File: src/rtl/arb_resp_router.sv
// arb_resp_router: passes the arbiter's winning request straight to a single
// slave, remembers which master won each granted request in a small index
// FIFO, and routes the slave's in-order responses back to that master.
module arb_resp_router #(
    parameter int NumIn    = 4,
    parameter int ReqWidth = 32,
    parameter int RspWidth = 32,
    parameter int MaxTrans = 4,
    localparam int IdxWidth = (NumIn > 1) ? $clog2(NumIn) : 1,
    localparam int CntWidth = $clog2(MaxTrans + 1)
) (
    input  logic                clk_i,
    input  logic                rst_ni,
    input  logic                flush_i,
    // request side (arbiter root -> slave)
    input  logic                arb_req_i,
    output logic                arb_gnt_o,
    input  logic [ReqWidth-1:0] arb_data_i,
    input  logic [IdxWidth-1:0] arb_idx_i,
    output logic                slv_req_o,
    input  logic                slv_gnt_i,
    output logic [ReqWidth-1:0] slv_data_o,
    // response side (slave -> masters)
    input  logic                slv_rsp_valid_i,
    output logic                slv_rsp_ready_o,
    input  logic [RspWidth-1:0] slv_rsp_data_i,
    output logic [NumIn-1:0]    mst_rsp_valid_o,
    input  logic [NumIn-1:0]    mst_rsp_ready_i,
    output logic [RspWidth-1:0] mst_rsp_data_o,
    // tracker status
    output logic [CntWidth-1:0] outstanding_o,
    output logic                full_o,
    output logic                empty_o
);

    localparam int PtrWidth = (MaxTrans > 1) ? $clog2(MaxTrans) : 1;

    logic [IdxWidth-1:0] idx_mem [MaxTrans];
    logic [PtrWidth-1:0] wr_ptr_q, rd_ptr_q;
    logic [CntWidth-1:0] count_q;

    logic                push, pop;
    logic [IdxWidth-1:0] head_idx;
    logic                head_legal;

    function automatic logic [PtrWidth-1:0] ptr_next(input logic [PtrWidth-1:0] p);
        if (p == PtrWidth'(MaxTrans - 1)) return '0;
        return p + PtrWidth'(1);
    endfunction

    // Status flags come from the count register only, so the request side
    // never sees a combinational path from the response side.
    assign full_o        = (count_q == CntWidth'(MaxTrans));
    assign empty_o       = (count_q == '0);
    assign outstanding_o = count_q;

    // Zero-latency request path, gated only by the registered full flag.
    assign slv_req_o  = arb_req_i & ~full_o;
    assign arb_gnt_o  = slv_gnt_i & ~full_o;
    assign slv_data_o = arb_data_i;
    assign push       = arb_req_i & arb_gnt_o;

    // Response routing from the FIFO head; an out-of-range index routes nowhere.
    assign head_idx       = idx_mem[rd_ptr_q];
    assign head_legal     = ({1'b0, head_idx} < (IdxWidth + 1)'(NumIn));
    assign mst_rsp_data_o = slv_rsp_data_i;
    assign pop            = slv_rsp_valid_i & slv_rsp_ready_o;

    // Decode the head index into per-master valid and pick that master's ready.
    always_comb begin
        // NOTE: every always_comb output gets a default first so no path leaves it unassigned (no latch).
        mst_rsp_valid_o = '0;
        slv_rsp_ready_o = 1'b0;
        if (!empty_o && head_legal) begin
            slv_rsp_ready_o = mst_rsp_ready_i[head_idx];
            for (int i = 0; i < NumIn; i++) begin
                mst_rsp_valid_o[i] = slv_rsp_valid_i & (head_idx == IdxWidth'(i));
            end
        end
    end

    // Index storage written on push.
    // NOTE: storage has no reset; the count and pointers alone decide which entries are live.
    always_ff @(posedge clk_i) begin
        if (push) idx_mem[wr_ptr_q] <= arb_idx_i;
    end

    // Pointers and count; flush outranks any push or pop in the same cycle.
    // NOTE: sequential state uses non-blocking assignments so every flop samples pre-edge values.
    always_ff @(posedge clk_i or negedge rst_ni) begin
        if (!rst_ni) begin
            wr_ptr_q <= '0;
            rd_ptr_q <= '0;
            count_q  <= '0;
        end else if (flush_i) begin
            wr_ptr_q <= '0;
            rd_ptr_q <= '0;
            count_q  <= '0;
        end else begin
            if (push) wr_ptr_q <= ptr_next(wr_ptr_q);
            if (pop)  rd_ptr_q <= ptr_next(rd_ptr_q);
            if (push && !pop)      count_q <= count_q + CntWidth'(1);
            else if (pop && !push) count_q <= count_q - CntWidth'(1);
        end
    end

    // Protocol checks, active only out of reset.
    a_rsp_when_empty : assert property (@(posedge clk_i) disable iff (!rst_ni)
        slv_rsp_valid_i |-> !empty_o)
        else $error("slave response valid while tracker empty");

    a_valid_onehot : assert property (@(posedge clk_i) disable iff (!rst_ni)
        $onehot0(mst_rsp_valid_o))
        else $error("mst_rsp_valid_o not one-hot");

    a_rsp_held : assert property (@(posedge clk_i) disable iff (!rst_ni || flush_i)
        (slv_rsp_valid_i && !slv_rsp_ready_o) |=> slv_rsp_valid_i)
        else $error("slave response valid dropped before handshake");

    a_idx_legal : assert property (@(posedge clk_i) disable iff (!rst_ni)
        push |-> ({1'b0, arb_idx_i} < (IdxWidth + 1)'(NumIn)))
        else $error("upstream index out of range");

endmodule

File: config.mk
export PLATFORM = sky130hd
export DESIGN_NAME = arb_resp_router
export DESIGN_NICKNAME = d
export VERILOG_FILES = /design/src/rtl/arb_resp_router.sv
export SDC_FILE = /design/constraint.sdc
export NUM_CORES = 1
export LEC_CHECK = 0
export BUFFER_PORTS_ARGS = -buffer_cell sky130_fd_sc_hd__buf_2
export CAP_MARGIN = 0
export CELL_PAD_IN_SITES_DETAIL_PLACEMENT = 1
export CELL_PAD_IN_SITES_GLOBAL_PLACEMENT = 2
export CORE_AREA = 4 4 81 113
export DETAILED_ROUTE_END_ITERATION = 6
export DIE_AREA = 0 0 85 117
export PLACE_DENSITY_LB_ADDON = 0.1
export SLEW_MARGIN = 20
export SYNTH_ARGS = -nofsm -noshare
export SYNTH_HDL_FRONTEND = slang
export SYNTH_SLANG_ARGS = --single-unit
File: constraint.sdc
create_clock -name clk_i -period 6.9 [get_ports clk_i]
set_input_delay 0.345 -clock clk_i [delete_from_list [all_inputs] [get_ports clk_i]]
set_output_delay 0.345 -clock clk_i [all_outputs]
set_load 0.005 [all_outputs]
# --- Word-level counts from Yosys, hierarchy flattened ---
# Memory sizes are Yosys's and may differ from the RTL's.
# Index checks and enable logic that the tools add are counted.
# Widths: inputs -> output; s select.
op_classes:
  addsub: 4
  order_cmp: 1
  eq_ne: 6
  n_mux: 23
  bitwise_logic: 9
  reduce_logical: 9
op_table:
  columns: ["op", "count"]
  rows:
  - ["$mux 2", 8]
  - ["$mux 1", 10]
  - ["$mux 3", 3]
  - ["$and 1x1->1", 8]
  - ["$eq 2x2->1 const B", 4]
  - ["$add 2x1->2 const B", 2]
  - ["$mux 4", 1]
  - ["$reduce_bool 2->1", 2]
  - ["$add 3x1->3 const B", 1]
  - ["$eq 3x3->1 const B", 1]
  - ["$logic_not 3->1", 1]
  - ["$lt 2x3->1 const B", 1]
  - ["$reduce_bool 3->1", 1]
  - ["$sub 3x1->3 const B", 1]
  - ["$bmux 1 s2", 1]
  - ["$eq 2x1->1 const B", 1]
  - ["$logic_and 1x1->1", 2]
  - ["$logic_not 1->1", 2]
  - ["$logic_not 2->1", 1]
  - ["$not 1->1", 1]
word_totals:
  reg_bits: 7
  ram_bits: 8
  inputBits: 76
  out_inout_bits: 76
  elab_cells: 56
  mem_count: 1
mem_list:
  columns: ["memory", "words", "width", "rd", "rd_ports_with_merged_regs", "wr", "line", "text"]
  rows:
  - ["idx_mem", 4, 2, 1, 0, 1, "38", "logic [IdxWidth-1:0] idx_mem [MaxTrans];"]

# --- Logic depth before layout (Yosys ltp) ---
# Gate-level depths: netlist of run 1.
# An unclocked memory read counts as a cell.
logic_depth:
  ltp_word: 10
  depth_mapped: 9
  ltp_nobuf: 8

# --- Worst setup path after synthesis of run 1 ---
# OpenSTA, ideal clock, no wires.
synth_timing:
  path_kind: "flip-flop to flip-flop"
  from: "register rd_ptr_q[0]"
  to: "register count_q[2] (netlist: outstanding_o[2])"
  setup_time_ns: 0.125
  arrival_time_ns: 2.294
  required_ns: 6.775
  path_slack_ns: 4.481
  path_stages_with_launch: 10
  n_path_buf: 1
  synth_period_minus_slack_ns: 2.419
  cell_sequence: "dfrtp_1 > buf_6 > mux4_2 > mux2i_1 > nand2_1 > a31oi_1 > fa_1 > nand2_1 > a2bb2oi_1 > mux2_4"
synth_via:
  elab_chain_cells: 9
  elab_cells_between_ends: 11
  classes_between: "5 x mux; 1 x bitwise; 4 x reduce/logical; 1 x memory"
synth_lines:
  columns: ["item", "line", "text"]
  rows:
  - ["start, declared", "39", "logic [PtrWidth-1:0] wr_ptr_q, rd_ptr_q;"]
  - ["start signal, assigned", "101", "if (pop) rd_ptr_q <= ptr_next(rd_ptr_q);"]
  - ["$mem_v2 4x2 *", null, null]
  - ["$bmux 1 s2 *", "75", "slv_rsp_ready_o = mst_rsp_ready_i[head_idx];"]
  - ["$mux 1 (implied by the code) *", "75", null]
  - ["$mux 1 *", "74", "if (!empty_o && head_legal) begin"]
  - ["$and 1x1->1 *", "67", "assign pop = slv_rsp_valid_i & slv_rsp_ready_o;"]
  - ["$logic_not 1->1", "102", "if (push && !pop) count_q <= count_q + CntWidth'(1);"]
  - ["$logic_and 1x1->1", "102", null]
  - ["$mux 3", "102", null]
  - ["$mux 3", "95", "end else if (flush_i) begin"]
  - ["end signal, assigned", "102", null]
  - ["end signal, assigned", "103", "else if (pop && !push) count_q <= count_q - CntWidth'(1);"]
  - ["end, declared", "40", "logic [CntWidth-1:0] count_q;"]
# Mark *: on every way between the ends. The rest lies on a longest branch, timed or not. The select of a mux whose other input is x is not followed.
# A chain may end at the register's enable or synchronous reset.

# --- Worst setup path after layout of run 1 ---
layout_timing:
  from: "register rd_ptr_q[1]"
  to: "register count_q[2] (netlist: outstanding_o[2])"
# Same word-level chain as after synthesis.

==> impl_metrics.env, run 1 <==
export IMPL_path_clk_slew_ns=0.05
export IMPL_hold_class="input port to flop"
export IMPL_wirelength_um=2777
export IMPL_ant_nets=0
export IMPL_final_nets=195
export IMPL_r2r_start="rd_ptr_q[1]"
export IMPL_worst_path_stages=8
export IMPL_htreeDepth=1
export IMPL_tns_ns=0
export IMPL_reg2reg_to="outstanding_o[2]"
export IMPL_synth_area_sq_mm=0.001429
export IMPL_stdcell_count=214
export IMPL_grt_pass1_wl_um=4540
export IMPL_avgSynthCellArea_sq_um=9.463
export IMPL_worstMarginPinSlew_ns=0.4350
export IMPL_dpl_cell_count=209
export IMPL_ys_seq_elements=15
export IMPL_end_kind="flop"
export IMPL_core_rowCount=39
export IMPL_dieArea_sq_mm=0.009945
export IMPL_core_region_area_sq_mm=0.008149
export IMPL_report_final_slew_viol_count=0
export IMPL_critPathArrivalTime_ns=2.81
export IMPL_die_y_um=117
export IMPL_io_pins=152
export IMPL_drive_gt1_frac=0.3036
export IMPL_placed_area_sq_mm=0.001165
export IMPL_critical_path_top_delay_family="multiplexers"
export IMPL_grt_setup_unrepaired="false"
export IMPL_grt_pass1_vias=925
export IMPL_clock_root_buffer="clkbuf_16"
export IMPL_grt_total_usage=0.05894
export IMPL_ys_seq_area_frac=0.2907
export IMPL_yosysWarningCount=0
export IMPL_route_detailed_drc=0
export IMPL_synth_fp_nets=233
export IMPL_netlist_instances=151
export IMPL_start_util=0.1753
export IMPL_synth_edf_count=8
export IMPL_powerDensity_mw_per_mm2=304.1
export IMPL_peakVddDrop_mv=0.07175
export IMPL_r2r_cells=8
export IMPL_crit_required_ns=7.03
export IMPL_grt_max_degree=11
export IMPL_rrSetupSlack_ns=4.22
export IMPL_final_min_clock_period_ns=2.676
export IMPL_synthArstFlopShare=0.4667
export IMPL_drtIter0Drc=13
export IMPL_critPathMaxStageDelay_ns=0.52
export IMPL_crit_type="flop to flop"
export IMPL_crit_path_start_kind="flop"
export IMPL_synth_cell_types=32
export IMPL_worst_path_buf_inv=0
export IMPL_clkLatencyLatePin_ns=0.25
export IMPL_setup_viol=0
export IMPL_worstPathMaxFanout=7
export IMPL_crit_slowest_cell="dfrtp_1"
export IMPL_num_vias=793
export IMPL_overflow=0
export IMPL_crit_path_start="rd_ptr_q[1]"
export IMPL_max_freq_ghz=0.3737
export IMPL_clock_skew_ns=0.005679
export IMPL_clock_sinks=15
export IMPL_cts_tree="done"
export IMPL_hpwl_um=2332
export IMPL_layout_commonest_cell="buf_2"
export IMPL_numCtsBuffers=3
export IMPL_crit_chain="mux2i_1 -> nor4b_1 -> nor4_2 -> a31oi_1 -> fa_1 -> nand2_1 -> a2bb2oi_1 -> mux2_4"
export IMPL_diodes=0
export IMPL_final_cell_area_sq_mm=0.001254
export IMPL_first_pass_iters=3
export IMPL_final_cell_mix="23 x buf_2, 10 x nor2_1, 8 x nand2_1, 8 x edfxtp_1, 7 x dfrtp_1"
export IMPL_clock_path_buffers=2
export IMPL_port_buffer_count=23
export IMPL_power_leakage_uw=0.0005431
export IMPL_dieWidth_um=85
export IMPL_hold_violations=0
export IMPL_gp_congestion=0.6492
export IMPL_synthToLayoutAreaGrowth_pct=-12.26
export IMPL_vias_per_cell=3.706
export IMPL_endpoint="outstanding_o[2]"
export IMPL_finalPower_uw=381.3
export IMPL_status="finished clean"
export IMPL_drv_cap=0
export IMPL_wl_per_cell_um=12.98
export IMPL_synth_ff_type="edfxtp_1"
export IMPL_antenna_found_initial=0
export IMPL_fin_crit_sh=0.3878
export IMPL_slew_limit_headroom=0.7076
## area by class of cell
cell class / instances / area (sq um)
flip-flops and latches: 15 / 415.4
repair buffers: 24 / 125.1
well taps: 102 / 127.6
multi-input cells: 63 / 484.2
inverters: 6 / 22.52
fillers: 938 / 6895
clock buffers: 4 / 78.83
## registers in the layout (all words and copies together), names as in the netlist
register,flops
outstanding_o,3
rd_ptr_q,2
wr_ptr_q,2
idx_mem,8
## what timing repair did
action / in CTS / in global routing
hold buffers: 1 / 0
hold endpoints to repair: 7 / 0
buffers inserted: 0 / 0
resized for setup: 0 / 0
## Yosys cell counts (2+ instances only)
cell	n	area, sq um
a21oi_1	3	15.01
and2_1	6	37.54
buf_4	64	480.5
buf_6	2	22.52
dfrtp_1	7	175.2
edfxtp_1	8	240.2
ha_1	5	62.56
inv_1	6	22.52
mux2_1	2	22.52
mux2_4	3	45.04
mux2i_1	4	40.04
nand2_1	8	30.03
nand3_1	2	10.01
nor2_1	10	37.54
nor2b_1	2	12.51
nor3_1	2	10.01
nor4b_1	2	17.52
## where the power goes
group / leakage (uW) / switching (uW) / internal [uW]
Combinational: 0.000337 / 77.4 / 68.2
Clock: 0.0000382 / 34.7 / 78.2
Sequential: 0.000168 / 15.2 / 108
Total: 0.000543 / 127 / 254
## worst register-to-register path, cell delays in order, from the launching register on
cell       delay (ns)
dfrtp_1          0.52
mux2i_1          0.29
nor4b_1          0.10
nor4_2           0.40
a31oi_1          0.21
fa_1             0.43
nand2_1          0.08
a2bb2oi_1        0.20
mux2_4           0.32
## per-stage QoR
step | hold WS [ns] | utilization | setup WS (ns)
finish | 0.3269 | 0.1538 | 4.224
global route | 0.3187 | 0.1538 | 3.860
CTS | 0.3246 | 0.1538 | 4.119
detailed placement | 0.2026 | 0.1429 | 4.156
global placement | 0.1986 | 0.1429 | 4.221
floorplan | 0.04941 | - | 4.481
## worst min path at each step
stage	from	endpoint	slack, ns	cells past startpoint
after floorplan	rst_ni	outstanding_o[0]	0.05	0
after global placement	rst_ni	outstanding_o[1]	0.20	1
after detailed placement	rst_ni	outstanding_o[1]	0.20	1
after CTS	arb_idx_i[1]	idx_mem[0][1]	0.32	1
after global routing	arb_idx_i[1]	idx_mem[0][1]	0.32	1
final	arb_idx_i[1]	idx_mem[0][1]	0.33	1
## kinds of logic after synthesis
kind of cell	Yosys count	share of synthesized area
buf+inv	73	0.3704
xor+xnor	1	0.006131
simple gates	40	0.1550
fa+ha+maj	6	0.05779
mux	11	0.09895
compound gates	5	0.02102
flops	15	0.2907
## routing by layer
layer,track usage,share of wire,up-vias
li1,-,-,352
met1,0.05477,0.35,378
met2,0.1032,0.54,43
met3,0.01331,0.072,20
met4,0.06019,0.041,0
met5,0,0,-
Note: power is estimated with default switching activity, not from simulation.
==> inputs of run 2 (changes only) <==
CORE_AREA = 4 4 88 123   (was 4 4 81 113)
DIE_AREA = 0 0 92 127   (was 0 0 85 117)
clock period = 2.4 ns   (was 6.9 ns; I/O delays follow)
==> run 2 against run 1 <==
  * Routed wire length increased by 13%
  * Cell area rose by 15%
  * Via count increased by 4.7%
  * Clock skew fell by 0.0015 ns
  * Fmax is 14% higher
  * Non-clock buffer count rose by 11
  * Hold slack worse by 0.22 ns
  * Critical endpoint unchanged
==> impl_metrics.env, run 2 (synthesis results as in run 1) <==
export IMPL_status="finished clean"
export IMPL_holdWs_ns=0.1116
export IMPL_diodes=0
export IMPL_route_detailed_drc=0
export IMPL_powerDensity_mw_per_mm2=835.3
export IMPL_critPathMaxStageDelay_ns=0.45
export IMPL_overflow=0
export IMPL_htreeDepth=1
export IMPL_multiInputGateArea_sq_um=551.8
export IMPL_power_leakage_uw=0.0006121
export IMPL_core_rowCount=43
export IMPL_final_nets=206
export IMPL_antenna_found_initial=0
export IMPL_met1_length_um=1043
export IMPL_wl_per_cell_um=12.11
export IMPL_fin_crit_sh=0.9804
export IMPL_die_y_um=127
export IMPL_clock_skew_ns=0.004166
export IMPL_cts_tree="done"
export IMPL_end_kind="flop"
export IMPL_num_vias=830
export IMPL_crit_type="flop to flop"
export IMPL_wl_met3_um=264
export IMPL_vias_per_cell=3.217
export IMPL_final_cell_area_sq_mm=0.001448
export IMPL_clockPowerShare=0.271
export IMPL_grt_total_usage=0.05498
export IMPL_met2RoutedLength_um=1663
export IMPL_clock_root_buffer="clkbuf_16"
export IMPL_final_min_clock_period_ns=2.353
export IMPL_dpl_cell_count=250
export IMPL_synthToLayoutAreaGrowth_pct=1.314
export IMPL_crit_required_ns=2.53
export IMPL_critPathArrivalTime_ns=2.48
export IMPL_numCtsBuffers=3
export IMPL_worst_path_buf_inv=1
export IMPL_critical_path_top_delay_family="multiplexers"
export IMPL_ant_nets=0
export IMPL_crit_slowest_cell="dfrtp_2"
export IMPL_worstMarginPinSlew_ns=0.6240
export IMPL_grt_setup_unrepaired="true"
export IMPL_path_clk_slew_ns=0.05
export IMPL_clock_path_buffers=2
export IMPL_grt_max_degree=11
export IMPL_layout_commonest_cell="buf_2"
export IMPL_slew_limit_headroom=0.5832
export IMPL_first_pass_iters=2
export IMPL_hold_violations=0
export IMPL_dieArea_sq_mm=0.01168
export IMPL_final_cell_mix="23 x buf_2, 11 x buf_4, 10 x nor2_1"
export IMPL_seqCellArea_sq_um=416.7
export IMPL_gp_congestion=0.6871
export IMPL_r2r_start="rd_ptr_q[1]"
export IMPL_p_sw_frac=0.3397
export IMPL_min_delay_path_depth=1
export IMPL_drive_gt1_frac=0.4634
export IMPL_report_final_slew_viol_count=0
export IMPL_hpwl_um=2593
export IMPL_reg2reg_to="outstanding_o[2]"
export IMPL_peakVddDrop_mv=0.2362
export IMPL_power_internal_uw=798.4
export IMPL_p_sw_uw=410.8
export IMPL_dieWidth_um=92
export IMPL_drtIter0Drc=13
export IMPL_maxUsedRoutingLayer="met4"
export IMPL_crit_chain="mux2i_2 -> nor4_1 -> nor4_2 -> buf_4 -> a31oi_4 -> fa_2 -> nand2_1 -> a2bb2oi_2 -> mux2_4"
export IMPL_stdcell_count=258
export IMPL_clock_sinks=15
export IMPL_port_buffer_count=23
export IMPL_min_from="arb_idx_i[0]"
export IMPL_power_share_sequential=0.287
export IMPL_fillerInstances=1178
export IMPL_placed_area_sq_mm=0.001275
export IMPL_rrSetupSlack_ns=0.05
export IMPL_crit_path_start_kind="flop"
export IMPL_max_flop_register="idx_mem"
export IMPL_start_util=0.1459
export IMPL_hold_end="idx_mem[0][0]"
export IMPL_drv_cap=0
export IMPL_clkLatencyLatePin_ns=0.25
export IMPL_hold_class="input port to flop"
export IMPL_io_pins=152
export IMPL_r2r_cells=9
export IMPL_setup_viol=0
export IMPL_grt_pass1_vias=926
export IMPL_largest_reg_flops=8
export IMPL_grt_pass1_wl_um=4947
export IMPL_comb_power_share=0.442
export IMPL_final_util=0.1478
export IMPL_core_region_area_sq_mm=0.009792
export IMPL_finalPower_uw=1209
export IMPL_worstPathMaxFanout=6
export IMPL_wirelength_um=3125
export IMPL_max_freq_ghz=0.4250
-- run 2: per-layer routing --
layer | vias up | track usage
met5 | - | 0
met4 | 0 | 0.05337
met3 | 28 | 0.01296
met2 | 45 | 0.09639
met1 | 382 | 0.05118
li1 | 375 | -
-- run 2: timing repair --
item | in CTS | in global routing
setup buffers | 0 | 3
gates resized for setup | 2 | 9
endpoints found under the hold margin | 7 | 0
endpoints found under the setup margin | 2 | 3
pin swaps | 0 | 2
hold buffers | 1 | 0
-- run 2: through the flow --
stage / setup WS [ns] / TNS, ns
2_1_floorplan: 0.03661 / 0
3_3_place_gp: 0.02681 / 0
3_5_place_dp: -0.06863 / -0.06863
4_1_cts: 0.001287 / 0
5_1_grt: -0.07046 / -0.08636
6_report: 0.04715 / 0
-- run 2: cell type report --
class                      count  area share
multi-input combinational     63      0.3812
sequential                    15      0.2878
timing repair buffer          35      0.1435
tap                          135      0.1167
clock buffer                   3     0.05186
inverter                       6     0.01556
clock inverter                 1    0.003457
-- run 2: power by group through the flow --
stage	registers, uW	clock network [uW]	logic [uW]
2_1_floorplan	342	0	390
3_3_place_gp	352	0	501
3_5_place_dp	353	0	492
4_1_cts	348	339	505
5_1_grt	354	349	605
6_report	347	327	535
-- run 2: worst max path at each step --
stage	from	cells after the start	endpoint	slack (ns)
6_report	rd_ptr_q[1]	9	outstanding_o[2]	0.05
5_1_grt	rd_ptr_q[1]	9	outstanding_o[2]	-0.07
4_1_cts	rd_ptr_q[1]	8	outstanding_o[2]	0.001
3_5_place_dp	rd_ptr_q[1]	8	outstanding_o[2]	-0.07
3_3_place_gp	rd_ptr_q[1]	8	outstanding_o[2]	0.03
2_1_floorplan	rd_ptr_q[0]	9	outstanding_o[2]	0.04
-- run 2: worst register-to-register path, stage by stage, from the launching register on --
cell and delay (ns):
dfrtp_2 0.45, mux2i_2 0.26, nor4_1 0.09, nor4_2 0.27
buf_4 0.17, a31oi_4 0.09, fa_2 0.36, nand2_1 0.09
a2bb2oi_2 0.15, mux2_4 0.30
